$ cat config.mk
export PLATFORM = sky130hd
export DESIGN_NAME = jbi_sctag_req_sched
export DESIGN_NICKNAME = d
export VERILOG_FILES = /design/src/rtl/jbi_sched_pkg.sv /design/src/rtl/jbi_cred_cnt.sv /design/src/rtl/jbi_sctag_req_sched.sv
export SDC_FILE = /design/constraint.sdc
export NUM_CORES = 1
export LEC_CHECK = 0
export ABC_CLOCK_PERIOD_IN_PS = 3440
export CORE_MARGIN = 2
export CORE_UTILIZATION = 31
export DETAILED_ROUTE_END_ITERATION = 12
export PLACE_DENSITY = 0.77
export SYNTH_ARGS = -nofsm -noshare
export SYNTH_HDL_FRONTEND = slang
export SYNTH_SLANG_ARGS = --single-unit
$ cat constraint.sdc
create_clock -name rclk -period 3.44 [get_ports rclk]
set_input_delay 1.032 -clock rclk [delete_from_list [all_inputs] [get_ports rclk]]
set_output_delay 1.032 -clock rclk [all_outputs]
set_load 0.03 [all_outputs]
$ cat src/rtl/jbi_sched_pkg.sv
// Shared definitions for the JBI-to-SCTAG request scheduler.
//   state_t       : scheduler FSM encoding
//   *_BEATS_DEF   : default packet lengths in 32-bit beats
//   *_CRED_W      : credit counter widths, BCNT_W beat counter width
package jbi_sched_pkg;

  typedef enum logic [1:0] {
    IDLE    = 2'b00,
    RD_XFER = 2'b01,
    WR_XFER = 2'b10
  } state_t;

  localparam int unsigned RD_BEATS_DEF = 2;
  localparam int unsigned WR_BEATS_DEF = 18;
  localparam int unsigned IQ_CRED_W    = 5;
  localparam int unsigned WIB_CRED_W   = 3;
  localparam int unsigned BCNT_W       = 5;

endpackage

$ cat src/rtl/jbi_cred_cnt.sv
// Saturating credit counter.
//   clk, rst_n : clock, async active-low reset (count resets to MAX)
//   take       : one credit consumed this cycle
//   deq        : one credit returned this cycle
//   cnt        : current credit count
//   err        : sticky overflow (return while already at MAX)
module jbi_cred_cnt #(
  parameter int unsigned MAX = 16,
  parameter int unsigned W   = 5
) (
  input  logic         clk,
  input  logic         rst_n,
  input  logic         take,
  input  logic         deq,
  output logic [W-1:0] cnt,
  output logic         err
);

  // Take and return in the same cycle cancel out.
  always_ff @(posedge clk or negedge rst_n) begin
    if (!rst_n) begin
      cnt <= W'(MAX);
      err <= 1'b0;
    end else begin
      case ({take, deq})
        2'b10: cnt <= cnt - W'(1);
        2'b01: begin
          if (cnt == W'(MAX)) err <= 1'b1;
          else                cnt <= cnt + W'(1);
        end
        default: ;
      endcase
    end
  end

endmodule

$ cat src/rtl/jbi_sctag_req_sched.sv
// Round-robin scheduler serialising read/write request packets onto the
// 32-bit JBI-to-SCTAG request bus, gated by IQ/WIB credits and POR.
//   rclk, arst_l               : clock, async active-low reset
//   rd_req/rd_data             : read source request and current beat
//   rd_beat_rdy/rd_beat_idx    : read beat consumed / index being driven
//   wr_req/wr_data             : write source request and current beat
//   wr_beat_rdy/wr_beat_idx    : write beat consumed / index being driven
//   sctag_jbi_iq_dequeue       : IQ credit return pulse
//   sctag_jbi_wib_dequeue      : WIB credit return pulse
//   sctag_jbi_por_req          : blocks new grants
//   jbi_sctag_req(_vld)        : bus beat, valid on beat 0 only
//   iq_cred, wib_cred, cred_err: credit counts, sticky overflow
module jbi_sctag_req_sched
  import jbi_sched_pkg::*;
#(
  parameter int unsigned IQ_CREDITS  = 16,
  parameter int unsigned WIB_CREDITS = 4,
  parameter int unsigned RD_BEATS    = RD_BEATS_DEF,
  parameter int unsigned WR_BEATS    = WR_BEATS_DEF
) (
  input  logic        rclk,
  input  logic        arst_l,
  input  logic        rd_req,
  input  logic [31:0] rd_data,
  output logic        rd_beat_rdy,
  output logic [4:0]  rd_beat_idx,
  input  logic        wr_req,
  input  logic [31:0] wr_data,
  output logic        wr_beat_rdy,
  output logic [4:0]  wr_beat_idx,
  input  logic        sctag_jbi_iq_dequeue,
  input  logic        sctag_jbi_wib_dequeue,
  input  logic        sctag_jbi_por_req,
  output logic [31:0] jbi_sctag_req,
  output logic        jbi_sctag_req_vld,
  output logic [4:0]  iq_cred,
  output logic [2:0]  wib_cred,
  output logic        cred_err
);

  state_t              state;
  logic [BCNT_W-1:0]   bcnt;
  logic                rr_rd;
  logic                arb_pt;
  logic                rd_elig;
  logic                wr_elig;
  logic                grant_rd;
  logic                grant_wr;
  logic                iq_err;
  logic                wib_err;

  // Arbitration happens in IDLE and on the last beat of a packet.
  always_comb begin
    arb_pt   = 1'b0;
    rd_elig  = 1'b0;
    wr_elig  = 1'b0;
    grant_rd = 1'b0;
    grant_wr = 1'b0;
    case (state)
      IDLE:    arb_pt = 1'b1;
      RD_XFER: arb_pt = (bcnt == BCNT_W'(RD_BEATS - 1));
      WR_XFER: arb_pt = (bcnt == BCNT_W'(WR_BEATS - 1));
      default: arb_pt = 1'b1;
    endcase
    rd_elig  = rd_req && (iq_cred != '0) && !sctag_jbi_por_req;
    wr_elig  = wr_req && (iq_cred != '0) && (wib_cred != '0) && !sctag_jbi_por_req;
    grant_rd = arb_pt && rd_elig && (!wr_elig || rr_rd);
    grant_wr = arb_pt && wr_elig && (!rd_elig || !rr_rd);
  end

  // FSM, beat counter and round-robin pointer.
  always_ff @(posedge rclk or negedge arst_l) begin
    if (!arst_l) begin
      state <= IDLE;
      bcnt  <= '0;
      rr_rd <= 1'b1;
    end else begin
      if (arb_pt) begin
        bcnt <= '0;
        if (grant_rd)      state <= RD_XFER;
        else if (grant_wr) state <= WR_XFER;
        else               state <= IDLE;
        // Pointer only moves when both sources contended.
        if (rd_elig && wr_elig) rr_rd <= grant_wr;
      end else begin
        bcnt <= bcnt + BCNT_W'(1);
      end
    end
  end

  // Bus and source handshakes are decoded from the registered state.
  always_comb begin
    jbi_sctag_req     = '0;
    jbi_sctag_req_vld = 1'b0;
    rd_beat_rdy       = 1'b0;
    rd_beat_idx       = '0;
    wr_beat_rdy       = 1'b0;
    wr_beat_idx       = '0;
    case (state)
      RD_XFER: begin
        jbi_sctag_req     = rd_data;
        jbi_sctag_req_vld = (bcnt == '0);
        rd_beat_rdy       = 1'b1;
        rd_beat_idx       = bcnt;
      end
      WR_XFER: begin
        jbi_sctag_req     = wr_data;
        jbi_sctag_req_vld = (bcnt == '0);
        wr_beat_rdy       = 1'b1;
        wr_beat_idx       = bcnt;
      end
      default: ;
    endcase
  end

  jbi_cred_cnt #(.MAX(IQ_CREDITS), .W(IQ_CRED_W)) u_iq_cred (
    .clk   (rclk),
    .rst_n (arst_l),
    .take  (grant_rd | grant_wr),
    .deq   (sctag_jbi_iq_dequeue),
    .cnt   (iq_cred),
    .err   (iq_err)
  );

  jbi_cred_cnt #(.MAX(WIB_CREDITS), .W(WIB_CRED_W)) u_wib_cred (
    .clk   (rclk),
    .rst_n (arst_l),
    .take  (grant_wr),
    .deq   (sctag_jbi_wib_dequeue),
    .cnt   (wib_cred),
    .err   (wib_err)
  );

  assign cred_err = iq_err | wib_err;

endmodule

After elaboration in Yosys (flattened, before gate mapping)
Cells that the tools add are included.
Cells by class
  $lt $le $gt $ge: 0
  multipliers: 0
  multiplexer cells: 14
  div/mod/pow operators: 0
  bitwise gates (word level): 2
  eq/ne operators: 12
  shift-type cells: 0
  reduce and logical (&&, ||, !) cells: 27
  add/sub/neg operators: 5
Operators by type and width (count)
  one-hot mux 32 bit (2 select lines): 1
  two-way mux 5 bit: 4
  adder 5 x 1 -> 5 bit, second input constant: 2
  equality test 5 bit, second input constant: 2
  logical AND 1 bit: 10
  one-hot mux 5 bit (2 select lines): 1
  AND reduction 2 bit: 5
  equality test 2 x 1 -> 1 bit, second input constant: 3
  equality test 2 bit, second input constant: 3
  one-hot mux 3 bit (2 select lines): 1
  equality test 5 x 1 -> 1 bit, second input constant: 1
  logical NOT 5 bit: 1
  nonzero test 5 bit: 1
  subtractor 5 x 1 -> 5 bit, second input constant: 1
  logical NOT 1 bit: 4
  two-way mux 2 bit: 2
  inequality test 2 bit, second input constant: 2
  nonzero test 2 bit: 2
  adder 3 x 1 -> 3 bit, second input constant: 1
  equality test 3 bit, second input constant: 1
  two-way mux 1 bit: 3
  two-way mux 3 bit: 1
  nonzero test 3 bit: 1
  subtractor 3 x 1 -> 3 bit, second input constant: 1
  other kinds (4): 6
Storage, ports and cells
  output and inout bits: 54
  word-level logic and storage cells: 67
  memory bits (read-only): 0
  bits of input ports: 71
  flip-flop bits (word level): 18
  memories kept: 0
  memory bits (writable): 0
  latch bits: 0

Longest topological paths before layout
Gate-level depths: netlist of run 1.
  depth in word-level cells: 11
  depth in mapped cells: 12
  mapped depth without buffers: 12

By module
A second synthesis of run 1 with hierarchy kept.
Unflattened totals
  cell total of the unflattened synthesis: 198
  area total of the unflattened synthesis: 1690.4 um^2
By module, submodules not included
  jbi_sctag_req_sched: cells an instance 137, sequential area each 201.4 um^2, area an instance 1004.7 um^2, instances 1
  jbi_cred_cnt at u_iq_cred: cells an instance 40, sequential area each 151.4 um^2, area an instance 445.4 um^2, instances 1
  jbi_cred_cnt at u_wib_cred: cells an instance 21, sequential area each 101.3 um^2, area an instance 240.2 um^2, instances 1

Worst setup path before layout of run 1
Ideal clock, no wire load.
  kind: reg2reg
  start point: register state[0]
  end point: register u_iq_cred.cnt[4]
  period minus slack after synthesis: 3735 ps
  cell stages (with the launch flop): 13
  setup slack: -295 ps
  arrival time: 3651 ps
  buffers on the path: 0
  library setup time: 84 ps
  required time: 3356 ps
  cells stage by stage: dfrtp_1 inv_1 ha_1 ha_1 nor4b_4 nor2_1 o41ai_1 ha_1 a21o_1 a21o_1 or3_1 and3_1 a311o_2
Between the ends
  word-level cells in the longest chain between the ends: 8
  elaborated cells between the ends (all ways): 14
  those cells by class: 5 x eq/ne; 2 x mux; 1 x bitwise; 6 x reduce/logical
RTL lines
  start: declaration: RTL line jbi_sctag_req_sched.sv:41  | state_t state;
  start signal: assignment: RTL line jbi_sctag_req_sched.sv:74  | state <= IDLE;
  start signal: assignment: RTL line jbi_sctag_req_sched.sv:80  | if (grant_rd) state <= RD_XFER;
  start signal: assignment: RTL line jbi_sctag_req_sched.sv:81  | else if (grant_wr) state <= WR_XFER;
  equality test 2 bit or equality test 2 x 1 -> 1 bit (tied branches): RTL line jbi_sctag_req_sched.sv:59  | case (state)
  one-hot mux 1 bit (2 select lines) *: RTL line jbi_sctag_req_sched.sv:59
  logical AND 1 bit (on tied branches) (2 in a row): RTL line jbi_sctag_req_sched.sv:67, jbi_sctag_req_sched.sv:68
  bitwise OR 1 bit *: RTL line jbi_sctag_req_sched.sv:119  | .take (grant_rd | grant_wr),
  equality test 2 x 1 -> 1 bit or equality test 2 bit (tied branches): RTL line jbi_cred_cnt.sv:25  | case ({take, deq})
  inequality test 2 bit (no source line) or nonzero test 2 bit (tied branches)
  AND reduction 2 bit (no source line)
  end signal: assignment: RTL line jbi_cred_cnt.sv:22  | cnt <= W'(MAX);
  end signal: assignment: RTL line jbi_cred_cnt.sv:26  | 2'b10: cnt <= cnt - W'(1);
  end signal: assignment: RTL line jbi_cred_cnt.sv:29  | else cnt <= cnt + W'(1);
  end: declaration: RTL line jbi_cred_cnt.sv:15  | output logic [W-1:0] cnt,
Mark *: on every way between the ends. The rest lies on a longest branch, timed or not.
A chain may end at the register's enable or synchronous reset.

Worst setup path in the final report of run 1
  start point: input wr_data[6]
  end point: output jbi_sctag_req[6]
Between the ends
  word-level cells in the longest chain between the ends: 1
RTL lines
  start: declaration: RTL line jbi_sctag_req_sched.sv:28  | input logic [31:0] wr_data,
  one-hot mux 32 bit (2 select lines): RTL line jbi_sctag_req_sched.sv:99  | case (state)
  end: declaration: RTL line jbi_sctag_req_sched.sv:34  | output logic [31:0] jbi_sctag_req,
Every way passes these cells.

==> impl_metrics.toml, run 1 <==
[critical_path]
crit_path_cell_trace = "clkdlybuf4s50_1 > a22oi_1 > nor2_1 > clkdlybuf4s50_1"
path_common_cell = "clkdlybuf4s50_1"
required_ps = 2410
path_max_fanout = 1
cp_num_buf_inv = 2
crit_family = "buffers and inverters"
path_class = "input pin to output pin"
crit_path_end_kind = "output pin"
startpoint_type = "input pin"
worst_path_max_delay_cell = "clkdlybuf4s50_1"
arrival_ps = 2370
critPathMaxStageDelay_ps = 690

[timing]
max_freq_mhz = 294
slew-limit-headroom_pct = 45.4
finalSetupViolCount = 0
finalWorstSetupSlack_ps = 36.9
rsz0062_at_grt = "true"
skew_ps = 2.01
worst_slew_pin_slew_ps = 816
slew_violations = 0
min_period_ps = 3400
hold_viol = 0
period_share_pct = 98.9
hold_slack_ps = 464
setup-tns-final_ps = 0

[clock_network]
cts_tree = "yes"
clockBufferDepth = 2
clk_pin_slew_ps = 70
cts_setup_buffers = 0
cts.sinks = 18
h-tree-depth = 1
clkLatencyLatePin_ps = 250
numCtsBuffers = 3
root_buffer = "clkbuf_8"

[cells_and_area]
syn2layout_area_growth_pct = 84.4
design_area_um2 = 3120
n_antenna_cell = 0
drive_above_1_share_pct = 16.8
num-nets-final = 422

[global_route]
grt_remaining_overflow = 0
globalRouteTotalUtil_pct = 19.1
grt_pass1_wl_um = 9460
grt_pass1_vias = 1906
antenna_found_initial = 0
grt_max_degree = 39

[drt]
vias = 1997
ant_nets = 0
routed_wl_um = 6080
first_pass_iters = 5
via_per_inst = 4.88
drtIter0Drc = 47
wl_per_cell_um = 14.9
drc = 0

[power]
irDropWorstVdd_v = 0.000499
powerDensity_nw_per_um2 = 728
power.leakage_nw = 1.42
power_w = 0.00227

[hold_path]
hp-class = "flop to flop"

[floorplanning]
row_count = 26
initial_core_util_pct = 32.5
core_um2 = 5200
die_h_um = 77.9
die_width_um = 77.9
boundaryPins = 125
dieArea_um2 = 6070

[synthesis]
synth_nets = 291
synthCells = 209
syn-cell-area_um2 = 1690
avgSynthCellArea_um2 = 8.11
ys_seq_area_share_pct = 26.8
synth.distinct_cells = 44
synth_warnings = 0
synth_seq_cells = 18

[placement]
routabilityCongestion = 0.810
place_area_um2 = 3050
portBuffers = 124
pre_cts_ws_ps = -231
hpwl_um = 4830

[job]
drv_cap = 0

[run_status]
outcome = "complete, no violations"
[power breakdown]
part	total, W	internal (W)	switching [W]
Clock	0.000170	0.000102	0.0000686
Combinational	0.00168	0.000740	0.000942
Sequential	0.000423	0.000305	0.000118
[per-stage QoR]
stage | std cells | utilization (%)
after floorplan | 209 | -
after global placement | 405 | 58.6
after detailed placement | 405 | 58.6
after CTS | 409 | 59.6
after global routing | 409 | 60.0
final | 409 | 60.0
[cells in the mapped netlist, drive strengths merged]
master	n	area [um^2]
a32o	1	10.0
nor3	2	10.0
o211ai	1	7.51
or4	2	18.8
o21bai	1	7.51
buf	4	23.8
and3	2	12.5
or2	2	12.5
a21o	4	30.0
nand3	5	25.0
nor2	41	161
o41ai	2	17.5
dfrtp	15	375
inv	12	45.0
mux2	1	11.3
and2	11	68.8
nor4	3	33.8
o31a	1	8.76
nor4b	1	23.8
clkbuf	11	41.3
o211a	1	10.0
a22o	2	17.5
or3	3	18.8
nand2	6	22.5
o2111ai	1	8.76
ha	9	113
xor2	5	43.8
o221ai	1	15.0
a21oi	9	45.0
a211oi	2	15.0
a311o	1	11.3
nand2b	3	18.8
dfstp	3	78.8
a22oi	32	240
o22ai	1	6.26
xnor2	4	35.0
fa	2	40.0
o21ai	2	10.0
[sequential cells by signal, indices dropped and copies added (netlist names)]
| signal | cells |
|---|---|
| u_wib_cred.err | 1 |
| bcnt | 5 |
| state | 2 |
| u_iq_cred.cnt | 5 |
| u_iq_cred.err | 1 |
| u_wib_cred.cnt | 3 |
| rr_rd | 1 |
[area by class of cell]
cell class,count,area [um^2]
multi-input cells,164,1150
repair buffers,141,1330
fillers,475,2080
clock buffers,4,55.1
well taps,70,87.6
flip-flops and latches,18,454
inverters,12,45.0
[worst min-delay path: stages, from the launching register on]
cell and delay [ps]:
dfrtp_1 340, inv_1 40, o41ai_1 50
[final timing paths]
check	from	to	slack [ps]	depth (start not counted)
min reg2reg	u_wib_cred.err$_DFFE_PN0P_	u_wib_cred.err$_DFFE_PN0P_	460	2
min	u_wib_cred.err$_DFFE_PN0P_	u_wib_cred.err$_DFFE_PN0P_	460	2
max reg2reg	state[0]$_DFFE_PN0P_	u_iq_cred.cnt[4]$_DFFE_PN1P_	220	12
max in group asynchronous	arst_l	u_iq_cred.cnt[1]$_DFFE_PN0P_	1680	1
max	wr_data[6]	jbi_sctag_req[6]	40	4
min in group asynchronous	arst_l	u_wib_cred.cnt[1]$_DFFE_PN0P_	1250	1
[cells in the final DEF (no fill, tap or decap), drive strengths merged, types with 6 or more instances in the layout]
master / count
a21oi: 9
a22oi: 32
and2: 11
buf: 39
clkdlybuf4s50: 95
dfrtp: 15
dlymetal6s2s: 7
ha: 9
inv: 12
nand2: 6
nor2: 41
[logic make-up (layout without fill, tap and decap cells)]
| logic type | count (synthesis) | after routing | synth area share (%) |
|---|---|---|---|
| mux | 1 | 1 | 0.665 |
| compound gates | 62 | 62 | 27.2 |
| flops | 18 | 18 | 26.8 |
| xor+xnor | 9 | 9 | 4.65 |
| simple gates | 81 | 81 | 25.2 |
| buf+inv | 27 | 157 | 6.50 |
| fa+ha+maj | 11 | 11 | 9.01 |
[per-layer routing]
layer	global-route usage (%)	vias to the layer above	routed length, um
met5	0	-	0
met3	4.88	8	502
met2	35.5	72	3060
met1	21.8	907	2450
met4	3.86	0	65
li1	-	1010	-
[timing repair]
action,4_1_cts,5_1_grt
endpoints found under the setup margin,0,8
gates resized for setup,0,8
hold buffers,0,0
(Power assumes the default switching activity.)
==> run 2, diff against run 1 <==
--- a/config.mk
+++ b/config.mk
@@ -10,6 +10,7 @@
 export CORE_UTILIZATION = 31
 export DETAILED_ROUTE_END_ITERATION = 12
 export PLACE_DENSITY = 0.77
+export SLEW_MARGIN = 25
 export SYNTH_ARGS = -nofsm -noshare
 export SYNTH_HDL_FRONTEND = slang
 export SYNTH_SLANG_ARGS = --single-unit
==> results of run 2 <==
Final layout, timing and power as in run 1 (identical DEF).
